### src/rtl/button_repeat_ctrl.sv
// Set-button auto-repeat controller: turns debounced button levels into
// single-cycle increment strobes for the timekeeping core.
module button_repeat_ctrl #(
    parameter int CNT_W      = 12,
    parameter int HOLD_TICKS = 2048,
    parameter int SLOW_TICKS = 1024,
    parameter int FAST_TICKS = 256
) (
    input  logic i_clk,
    input  logic i_reset_n,
    input  logic i_tick_stb,
    input  logic i_set_hours_db,
    input  logic i_set_minutes_db,
    input  logic i_fast_set_db,
    output logic o_inc_hours,
    output logic o_inc_minutes,
    output logic o_setting
);
    // state     | meaning
    // IDLE      | no button active, waiting for a clean single press
    // HOLD_WAIT | one button held, counting ticks toward the first repeat
    // REPEAT    | auto-repeating at the slow or fast period
    // LOCKOUT   | both buttons seen together, wait until both released
    typedef enum logic [1:0] {IDLE, HOLD_WAIT, REPEAT, LOCKOUT} state_t;

    localparam logic [CNT_W-1:0] HOLD_LAST = CNT_W'(HOLD_TICKS - 1);
    localparam logic [CNT_W-1:0] SLOW_LAST = CNT_W'(SLOW_TICKS - 1);
    localparam logic [CNT_W-1:0] FAST_LAST = CNT_W'(FAST_TICKS - 1);
    localparam logic [CNT_W-1:0] CNT_MAX   = '1;

    state_t           state;
    logic [CNT_W-1:0] cnt;
    logic             sel;
    logic             prev_h;
    logic             prev_m;
    logic             armed;

    logic             rise_h;
    logic             rise_m;
    logic             sel_lvl;
    logic             oth_rise;
    logic [CNT_W-1:0] due_last;
    logic [CNT_W-1:0] cnt_inc;

    assign rise_h   = i_set_hours_db & ~prev_h;
    assign rise_m   = i_set_minutes_db & ~prev_m;
    assign sel_lvl  = sel ? i_set_minutes_db : i_set_hours_db;
    assign oth_rise = sel ? rise_h : rise_m;
    assign due_last = (state == HOLD_WAIT) ? HOLD_LAST
                    : (i_fast_set_db ? FAST_LAST : SLOW_LAST);
    assign cnt_inc  = (cnt == CNT_MAX) ? cnt : cnt + 1'b1;

    // armed stays low for the first cycle out of reset so prev_* can capture
    // the real levels; a button held through reset never counts as a press.
    always_ff @(posedge i_clk) begin
        if (!i_reset_n) begin
            state         <= IDLE;
            cnt           <= '0;
            sel           <= 1'b0;
            prev_h        <= 1'b0;
            prev_m        <= 1'b0;
            armed         <= 1'b0;
            o_inc_hours   <= 1'b0;
            o_inc_minutes <= 1'b0;
            o_setting     <= 1'b0;
        end else begin
            prev_h        <= i_set_hours_db;
            prev_m        <= i_set_minutes_db;
            armed         <= 1'b1;
            o_inc_hours   <= 1'b0;
            o_inc_minutes <= 1'b0;
            case (state)
                IDLE: begin
                    if (i_set_hours_db && i_set_minutes_db) begin
                        state     <= LOCKOUT;
                        o_setting <= 1'b1;
                    end else if (armed && (rise_h || rise_m)) begin
                        sel           <= rise_m;
                        o_inc_hours   <= rise_h;
                        o_inc_minutes <= rise_m;
                        cnt           <= '0;
                        state         <= HOLD_WAIT;
                        o_setting     <= 1'b1;
                    end
                end
                HOLD_WAIT, REPEAT: begin
                    // release beats a same-cycle tick
                    if (!sel_lvl) begin
                        state     <= IDLE;
                        cnt       <= '0;
                        o_setting <= 1'b0;
                    end else if (oth_rise) begin
                        state <= LOCKOUT;
                    end else if (i_tick_stb) begin
                        if (cnt >= due_last) begin
                            cnt           <= '0;
                            state         <= REPEAT;
                            o_inc_hours   <= ~sel;
                            o_inc_minutes <= sel;
                        end else begin
                            cnt <= cnt_inc;
                        end
                    end
                end
                LOCKOUT: begin
                    if (!i_set_hours_db && !i_set_minutes_db) begin
                        state     <= IDLE;
                        cnt       <= '0;
                        o_setting <= 1'b0;
                    end
                end
                default: begin
                    state     <= IDLE;
                    o_setting <= 1'b0;
                end
            endcase
        end
    end
endmodule

### config.mk
export PLATFORM = sky130hd
export DESIGN_NAME = button_repeat_ctrl
export DESIGN_NICKNAME = d
export VERILOG_FILES = /design/src/rtl/button_repeat_ctrl.sv
export SDC_FILE = /design/constraint.sdc
export NUM_CORES = 1
export LEC_CHECK = 0
export BUFFER_PORTS_ARGS = -buffer_cell sky130_fd_sc_hd__buf_2
export CORE_MARGIN = 2
export CORE_UTILIZATION = 43
export CTS_BUF_LIST = sky130_fd_sc_hd__clkbuf_2
export DETAILED_ROUTE_END_ITERATION = 7
export SLEW_MARGIN = 20
export SYNTH_ARGS = -nofsm -noshare
export SYNTH_HDL_FRONTEND = slang
export SYNTH_SLANG_ARGS = --single-unit
### constraint.sdc
create_clock -name i_clk -period 2.19 [get_ports i_clk]
set_input_delay 0.438 -clock i_clk [delete_from_list [all_inputs] [get_ports i_clk]]
set_output_delay 0.438 -clock i_clk [all_outputs]
set_load 0.005 [all_outputs]
==> results.md <==
* Slew @ Worst Pin at 424 ps
* # diodes at 0
* Area added between synthesis and finish at 24.4%
* WL met3 at 92 um
* Hpwl dp at 2040 um
* Top Metal Used: met4
* Mapped Cells at 149
* Routed len/inst at between 10 and 15 um
* Worst setup EP type: flip-flop
* FILL cells at around 270
* Antenna Nets Post-Route at 0
* Row cnt at 19
* Mapped Area at roughly 1200 um2
* GR Util All Layers at 0.188
* Gr ovfl total at 0
* Max_cap viols at 0
* Slowest Stage Delay on Critical Path at around 410 ps
* Crit path cell chain: inv_2 -> ha_4 -> inv_4 -> ha_4 -> buf_4 -> o211ai_1 -> nand4_1 -> nand4bb_4 -> buf_6 -> or4_4 -> a21oi_2
* Register-to-Register Path Depth at 11
* Setup slack after layout at -41.8 ps
* Final hold slack at 355 ps
* DR WL met2 at roughly 1400 um
* Sequential share of the synthesized area at 0.343
* Global-route wire length before repair at roughly 5000 um
* Largest area contributor in the netlist: dfxtp_1
* Placed cell area at approximately 1400 um2
* Number of buffers added on ports at 8
* Netlist cell types at 40
* Clock Latency Late Sink at 320 ps
* RePlAce Congestion at roughly 0.85
* Worst vdd ir at approximately 440 uV
* Status: finished, violations left
* Critical Path AT at 2510 ps
* Largest net degree at the start of global routing at 14
* Final Skew at approximately 12 ps
* Setup violations, final at 2
* Initial core utilization at 0.449
* Clock Tree Root: clkbuf_2
* Yosys warns at 0
* Die ar. at between 3000 and 4000 um2
* H-tree lvl count at 1
* # IOs at 9
* Synth cell count leaders: dfxtp_1, nand2_1, nand3_1
* CP dominant cell by count: ha_4
* DR vias/cell at ~5.8
* Initial antenna violation count at 0
* Power per standard cell area at about 740 nW/um2
* Crit path max-delay family: simple AND/OR/NAND/NOR gates
* Clock-pin slew on the worst setup and hold paths at roughly 210 ps
* Worst Hold Class: input port to flip-flop
* Drt initial violations at 48
* Worst Path Buf+Inv at 4
* Mapped Nets at about 160
* DR pass1 iterations at 5
* Final Instance Area at approximately 1500 um2
* Data required time of the critical path at 2470 ps
* Seq cells post-synth at 21
* Fin cells at a little over 200
* Async SR Flop Fraction at 0
* Die width at between 50 and 60 um
* RSZ-0062 raised after global routing: true
* Via Count at 1205
* Yosys top cell area share at 0.343
* Syn Area/Cell at between 8 and 9 um2
* Final Util at 0.558
* Num CTS Buffers at 3
* Placed cells at slightly below 200
* Synth area leaders: dfxtp_1, ha_1, nand2_1
* Clk sinks at 21
* Startpoint Class: flip-flop
* Critical-path top delay cell: or4_4
* Hold Path Stages at 1
* Predominant post-synthesis flop cell: dfxtp_1
* Worst path depth at 11
* Slew Viols, Final at 0
* Fin nets at 189
* Vias in the first global route at about 1100
* M1 wire length at approximately 1300 um
* Critical-path maximum fanout at 6
* Failing checks: negative setup slack
* Share of layout cells above drive strength 1 at 0.291
* Tcrit/Tclk final at 1.02
* Pre-CTS WS at -99.4 ps
* Slew headroom at 0.717
* Hold Vio Cnt, Final at 0
* Leakage at 0.575 nW
* Total Routed Length at between 2000 and 3000 um
* Kind of critical path: flip-flop to flip-flop
* CTS Buffer Depth at 2
* CTS tree: built
* Fmax at 448 MHz
* EDFF count, synth at 0
* Core Box Area at approximately 2700 um2
* Residual DRC count at 0
* Die H at between 50 and 60 um
* Min cycle time layout at 2230 ps
## layout make-up
class	instances	area [um2]	share of cell area
Clock buffer	3	15.0	0.00984
Multi-Input combinational cell	118	831	0.545
Sequential cell	21	424	0.278
Inverter	5	21.3	0.0139
Clock inverter	1	5.00	0.00328
Timing Repair Buffer	27	190	0.125
Tap cell	31	38.8	0.0254
## worst reg2reg max path, delay by kind of cell (launching register included)
| kind | cells | cell delay (ps) |
|---|---|---|
| AO/OA/AOI/OAI | 2 | 230 |
| adder cells (fa/ha/maj) | 2 | 370 |
| buffers and inverters | 4 | 390 |
| flip-flops | 1 | 370 |
| AND/OR/NAND/NOR | 3 | 830 |
## path summary, 6_finish.rpt
kind / startpoint / slack, ps / to
worst max-delay path: state[1] / -40 / cnt[9]
worst min-delay path: i_reset_n / 360 / armed
worst max register to register: state[1] / -40 / cnt[9]
worst min register to register: cnt[1] / 530 / cnt[1]
## layer usage
layer / vias up / track usage
met5: - / 0
met4: 0 / 0.0698
met3: 4 / 0.0204
met2: 25 / 0.305
met1: 571 / 0.257
li1: 605 / -
## registers in the layout, indices dropped and copies added, names as in the netlist
name	flops
armed	1
state	2
prev_m	1
cnt	12
prev_h	1
o_setting	1
sel	1
o_inc_minutes	1
o_inc_hours	1
## metrics by stage
step / setup TNS, ps / total power, mW
final: -62.3 / 1.13
after CTS: -304 / 1.11
after global placement: -113 / 0.888
after global routing: -1210 / 1.22
after detailed placement: -495 / 0.891
after floorplan: 0 / 0.739
## repair_timing
action                                  4_1_cts  5_1_grt
hold buffers                                  0        0
resized for setup                             5       11
buffers inserted                              2        2
endpoints found under the setup margin        9       14
gates cloned                                  1        0
endpoints found under the hold margin         0        0
pin swaps                                    14       10
## layout by cell type, fill, tap and decap left out, types with 5 or more instances in the layout
cell type and count:
buf_4 17, nand2_1 21, dfxtp_1 18, nand3_1 12
a21oi_1 5, a31oi_1 6, nor2_1 8, or3_1 6
o21ai_0 7, buf_2 8
## power breakdown
part	switching, mW	internal, mW
Combinational	0.293	0.240
Sequential	0.0200	0.416
Clock	0.119	0.0414
Total	0.432	0.697
## cells by family after synthesis
group / count (synthesis) / share of synthesized area
buf+inv: 10 / 0.0378
flops: 21 / 0.343
simple gates: 72 / 0.324
mux: 5 / 0.0418
fa+ha+maj: 7 / 0.0714
xor+xnor: 1 / 0.00714
compound gates: 33 / 0.174
(Power assumes the default switching activity.)
